--- config.mk ---
export PLATFORM = sky130hd
export DESIGN_NAME = pc_return_stack
export DESIGN_NICKNAME = d
export VERILOG_FILES = /design/src/rtl/pc_return_stack.sv
export SDC_FILE = /design/constraint.sdc
export NUM_CORES = 1
export LEC_CHECK = 0
export CAP_MARGIN = 5
export CORE_MARGIN = 5
export CORE_UTILIZATION = 62
export DETAILED_ROUTE_END_ITERATION = 6
export DONT_BUFFER_PORTS = 1
export GPL_TIMING_DRIVEN = 0
export PLACE_DENSITY = 0.78
export SLEW_MARGIN = 20
export SYNTH_ARGS = -nofsm -noshare
export SYNTH_HDL_FRONTEND = slang
export SYNTH_SLANG_ARGS = --single-unit
--- constraint.sdc ---
create_clock -name CLK -period 4.39 [get_ports CLK]
set_input_delay 1.317 -clock CLK [delete_from_list [all_inputs] [get_ports CLK]]
set_output_delay 1.317 -clock CLK [all_outputs]
set_load 0.03 [all_outputs]
--- src/rtl/pc_return_stack.sv ---
// pc_return_stack: return-address stack feeding FROM_STACK of the RAT MCU program counter.
// Optional feature: define RETSTACK_WRAP_EN so a push while full overwrites the oldest entry.
module pc_return_stack #(
    parameter int DEPTH = 16,
    parameter int AW    = 10
) (
    input  logic                    CLK,
    input  logic                    RST,
    input  logic                    PUSH,
    input  logic                    POP,
    input  logic [AW-1:0]           PC_COUNT,
    output logic [AW-1:0]           FROM_STACK,
    output logic                    EMPTY,
    output logic                    FULL,
    output logic [$clog2(DEPTH):0]  COUNT,
    output logic                    OVERFLOW,
    output logic                    UNDERFLOW
);

    localparam int PW = $clog2(DEPTH);
    localparam int CW = PW + 1;
    localparam logic [CW-1:0] COUNT_MAX = CW'(DEPTH);

    logic [AW-1:0] mem [DEPTH];
    logic [PW-1:0] tp;
    logic [PW-1:0] tp_next;
    logic [PW-1:0] top_idx;
    logic [PW-1:0] wr_idx;
    logic [CW-1:0] count_next;
    logic [AW-1:0] push_val;
    logic          wr_en;
    logic          ovf_set;
    logic          unf_set;

    // Return address wraps modulo 2^AW, so a CALL at the last ROM word returns to 0.
    assign push_val   = PC_COUNT + AW'(1);
    assign top_idx    = tp - PW'(1);
    assign EMPTY      = (COUNT == '0);
    assign FULL       = (COUNT == COUNT_MAX);
    assign FROM_STACK = EMPTY ? '0 : mem[top_idx];

    always_comb begin
        // NOTE: every signal gets a default before the case so no path leaves one unassigned (no latches).
        wr_en      = 1'b0;
        wr_idx     = tp;
        tp_next    = tp;
        count_next = COUNT;
        ovf_set    = 1'b0;
        unf_set    = 1'b0;
        case ({PUSH, POP})
            2'b10: begin
                if (!FULL) begin
                    wr_en      = 1'b1;
                    tp_next    = tp + PW'(1);
                    count_next = COUNT + CW'(1);
                end else begin
`ifdef RETSTACK_WRAP_EN
                    // Oldest entry sits at tp when full; overwrite it and keep COUNT pinned.
                    wr_en   = 1'b1;
                    tp_next = tp + PW'(1);
`else
                    ovf_set = 1'b1;
`endif
                end
            end
            2'b01: begin
                if (!EMPTY) begin
                    tp_next    = top_idx;
                    count_next = COUNT - CW'(1);
                end else begin
                    unf_set = 1'b1;
                end
            end
            2'b11: begin
                if (EMPTY) begin
                    // Nothing to return from: treat as a plain CALL (DEPTH >= 2, so never full here).
                    wr_en      = 1'b1;
                    tp_next    = tp + PW'(1);
                    count_next = COUNT + CW'(1);
                end else begin
                    wr_en  = 1'b1;
                    wr_idx = top_idx;
                end
            end
            default: ;
        endcase
    end

    always_ff @(posedge CLK or negedge RST) begin
        // NOTE: registered state uses non-blocking assignments so all updates see pre-edge values.
        if (!RST) begin
            tp        <= '0;
            COUNT     <= '0;
            OVERFLOW  <= 1'b0;
            UNDERFLOW <= 1'b0;
        end else begin
            tp        <= tp_next;
            COUNT     <= count_next;
            OVERFLOW  <= OVERFLOW | ovf_set;
            UNDERFLOW <= UNDERFLOW | unf_set;
        end
    end

    // NOTE: the array has no reset; an entry is always written before COUNT exposes it on FROM_STACK.
    always_ff @(posedge CLK) begin
        if (wr_en && RST) begin
            mem[wr_idx] <= push_val;
        end
    end

endmodule

==> flow_metrics.tcl <==
set metrics [dict create \
    rows 39 \
    vias 3844 \
    synth_edf_count 160 \
    htree_levels 4 \
    power_leakage_nw 2.719 \
    wirelength_mm 14.99 \
    clockPowerShare 0.222 \
    gr-usage-met1 0.3035 \
    cts_buffers 17 \
    busiest_layer "met2" \
    async_flop_share 0.06433 \
    netSwitchingFraction 0.3881 \
    placed_area_sq_mm 0.007497 \
    ys_seq_area_frac 0.6977 \
    combPwrFrac 0.444 \
    grt_pass1_vias 3917 \
    clkTransAtPathRegs_ns 0.06 \
    cp_top_family "buffers and inverters" \
    grt_use_total 0.2235 \
    syn_area_sq_mm 0.007281 \
    ant_nets 0 \
    p_total_mw 6.270 \
    area_delta_synth_final_pct 12.89 \
    post-route-min-period_ns 4.272 \
    drv_cap 0 \
    seq_power_share 0.334 \
    worst_path_max_delay_cell "dfrtp_1" \
    use_met3 0.06638 \
    drt_iter0_drc 378 \
    cp_max_fo 10 \
    cts_tree "done" \
    clock_sinks 171 \
    rr_startpoint "tp[0]$_DFFE_PN0P_" \
    synth_warnings 0 \
    cp.arrival_ns 2.96 \
    cts_root_buffer "clkbuf_16" \
    post-route-period-util 0.9732 \
    coreArea_sq_mm 0.01147 \
    ios 33 \
    fp.dieW_um 118.4 \
    ctsHoldBuffers 0 \
    path_buf_inv 4 \
    dieArea_sq_mm 0.01401 \
    grt-ovfl-total 0 \
    status "complete, no violations" \
    nets 430 \
    internal-power_mw 3.836 \
    min_path_type "input pin to asynchronous set/reset pin" \
    antenna_cells 0 \
    drv_slew 0 \
    viasPerCell 6.840 \
    drive_gt1_frac 0.2959 \
    place.gp.congestion 0.8461 \
    fin_skew_ns 0.006765 \
    yosys_register_bits 171 \
    hpwl_mm 9.391 \
    power.density_mw_per_mm2 762.8 \
    relSlewSlack 0.2659 \
    peakVddDrop_mv 0.5680 \
    worstRegToRegCells 8 \
    die_h_um 118.4 \
    path_class "flop to output port" \
    p_switching_mw 2.433 \
    crit_chain "buf_6, buf_4, inv_2, ha_4, clkbuf_4, mux4_2, mux2i_1, o22ai_2" \
    syn_area_per_cell_sq_um 18.62 \
    clock.fmax_mhz 234.1 \
    syn_nets 412 \
    grt_max_degree 17 \
    fin_area_sq_mm 0.008219 \
    wl_per_cell_um 26.67 \
    dr.pass1.iters 5 \
    ys_types 53 \
    synth_ff_type "edfxtp_1" \
    drc_errors 0 \
    fin_ws_ns 0.1179 \
    finalHoldViolCount 0 \
    clk_latency_ns 0.42 \
    place_ws_ns -0.6190 \
    port_buffers 0 \
    antenna_found_initial 0 \
    ff2ff_setup_slack_ns 1.17 \
    r2r-end "mem[5][1]$_DFFE_PP_" \
    clk_path_buf_depth 2 \
    worst_path_largest_cell_delay_ns 0.42 \
    tightestPinTransition_ns 1.097 \
    setup_viol 0 \
    required_ns 3.07 \
    netlist_instances 391 \
    crit_path_end_kind "output port" \
    start_util 0.6349 \
    grt_pass1_wl_mm 22.96 \
    hold_slack_ns 0.5816 \
    use_met2 0.3414 \
    startpoint_type "flop" \
]
-- logic make-up after synthesis --
logic type / Yosys count / synth area share
and+or+nand+nor: 49 / 0.03781
adders and majority gates: 7 / 0.01306
AOI/OAI and AO/OA: 55 / 0.05602
DFF: 171 / 0.6977
xor gates and xnor gates: 14 / 0.01684
buffers and inverters: 27 / 0.01564
muxes: 68 / 0.1629
-- cell usage after synthesis (all sizes together), types with 3 or more instances --
cell / count / area (sq um)
o21ai: 5 / 28.78
buf: 13 / 61.31
nand2: 5 / 21.27
nor2b: 3 / 18.77
clkbuf: 5 / 18.77
xnor2: 9 / 78.83
o31ai: 4 / 35.03
nand4: 3 / 18.77
mux2i: 24 / 240.2
dfrtp: 11 / 275.3
inv: 9 / 33.78
ha: 6 / 75.07
o22ai: 11 / 68.82
a2bb2oi: 3 / 32.53
or4: 3 / 30.03
nand2b: 3 / 18.77
mux4: 40 / 900.9
mux2: 4 / 45.04
edfxtp: 160 / 4805
and2: 4 / 25.02
a21oi: 13 / 65.06
o211ai: 4 / 35.03
nor2: 15 / 56.30
xor2: 5 / 43.79
nand3: 5 / 25.02
a21o: 3 / 22.52
-- what timing repair did --
item                                    4_1_cts  5_1_grt
cloned                                        0        0
setup buffers                                 0        0
endpoints found under the setup margin       10       10
resized for setup                            22       10
-- per-layer routing --
| layer | up-vias | share of wire |
|---|---|---|
| met2 | 186 | 0.48 |
| met4 | 0 | 0.027 |
| met3 | 33 | 0.081 |
| met1 | 1990 | 0.41 |
| met5 | - | 0 |
| li1 | 1635 | - |
-- worst max path at each step --
stage	start	end	slack, ns	cells past startpoint
global route	tp[0]$_DFFE_PN0P_	FROM_STACK[3]	-0.05	8
detailed placement	tp[0]$_DFFE_PN0P_	FROM_STACK[4]	-0.62	9
CTS	COUNT[1]$_DFFE_PN0P_	FROM_STACK[8]	0.05	5
global placement	tp[0]$_DFFE_PN0P_	FROM_STACK[4]	-0.55	9
floorplan	tp[0]$_DFFE_PN0P_	FROM_STACK[0]	0.37	9
finish	tp[0]$_DFFE_PN0P_	FROM_STACK[3]	0.12	8
-- power groups by stage --
| stage | clock (mW) | sequential, mW | combinational (mW) |
|---|---|---|---|
| 5_1_grt | 1.48 | 2.11 | 2.95 |
| 3_3_place_gp | 0 | 2.12 | 2.36 |
| 6_report | 1.39 | 2.09 | 2.78 |
| 3_5_place_dp | 0 | 2.13 | 2.42 |
| 4_1_cts | 1.41 | 2.09 | 2.64 |
| 2_1_floorplan | 0 | 2.10 | 1.88 |
-- layout by cell type (no fill, tap or decap), types with 4 or more instances in the layout --
cell,count
mux4_2,40
inv_1,8
edfxtp_1,160
nor2_1,14
o22ai_2,8
xor2_1,4
a21oi_2,8
mux2i_1,19
clkinv_1,4
and2_1,4
buf_2,8
clkbuf_16,17
dfrtp_1,11
nand2_1,4
nand3_1,5
a21oi_1,5
ha_1,5
xnor2_2,7
mux2i_2,5
-- area by class of cell --
type	count	area, sq um
clock inverters	10	103.9
flip-flops and latches	171	5080
plain buffers	17	101.3
inverters	9	33.78
well taps	143	178.9
clock buffers	19	432.9
multi-input cells	193	2288
fillers	684	3248
-- per-stage QoR --
stage / setup TNS, ns / cells / utilization
finish: 0 / 562 / 0.7167
global route: -0.04943 / 562 / 0.7167
CTS: 0 / 562 / 0.7086
detailed placement: -5.688 / 534 / 0.6538
global placement: -5.163 / 534 / 0.6505
floorplan: 0 / 391 / -
-- registers in the layout (all words and copies together), names as in the netlist --
| register | cells |
|---|---|
| OVERFLOW | 1 |
| tp | 4 |
| UNDERFLOW | 1 |
| COUNT | 5 |
| mem | 160 |
Note: power is estimated with default switching activity, not from simulation.
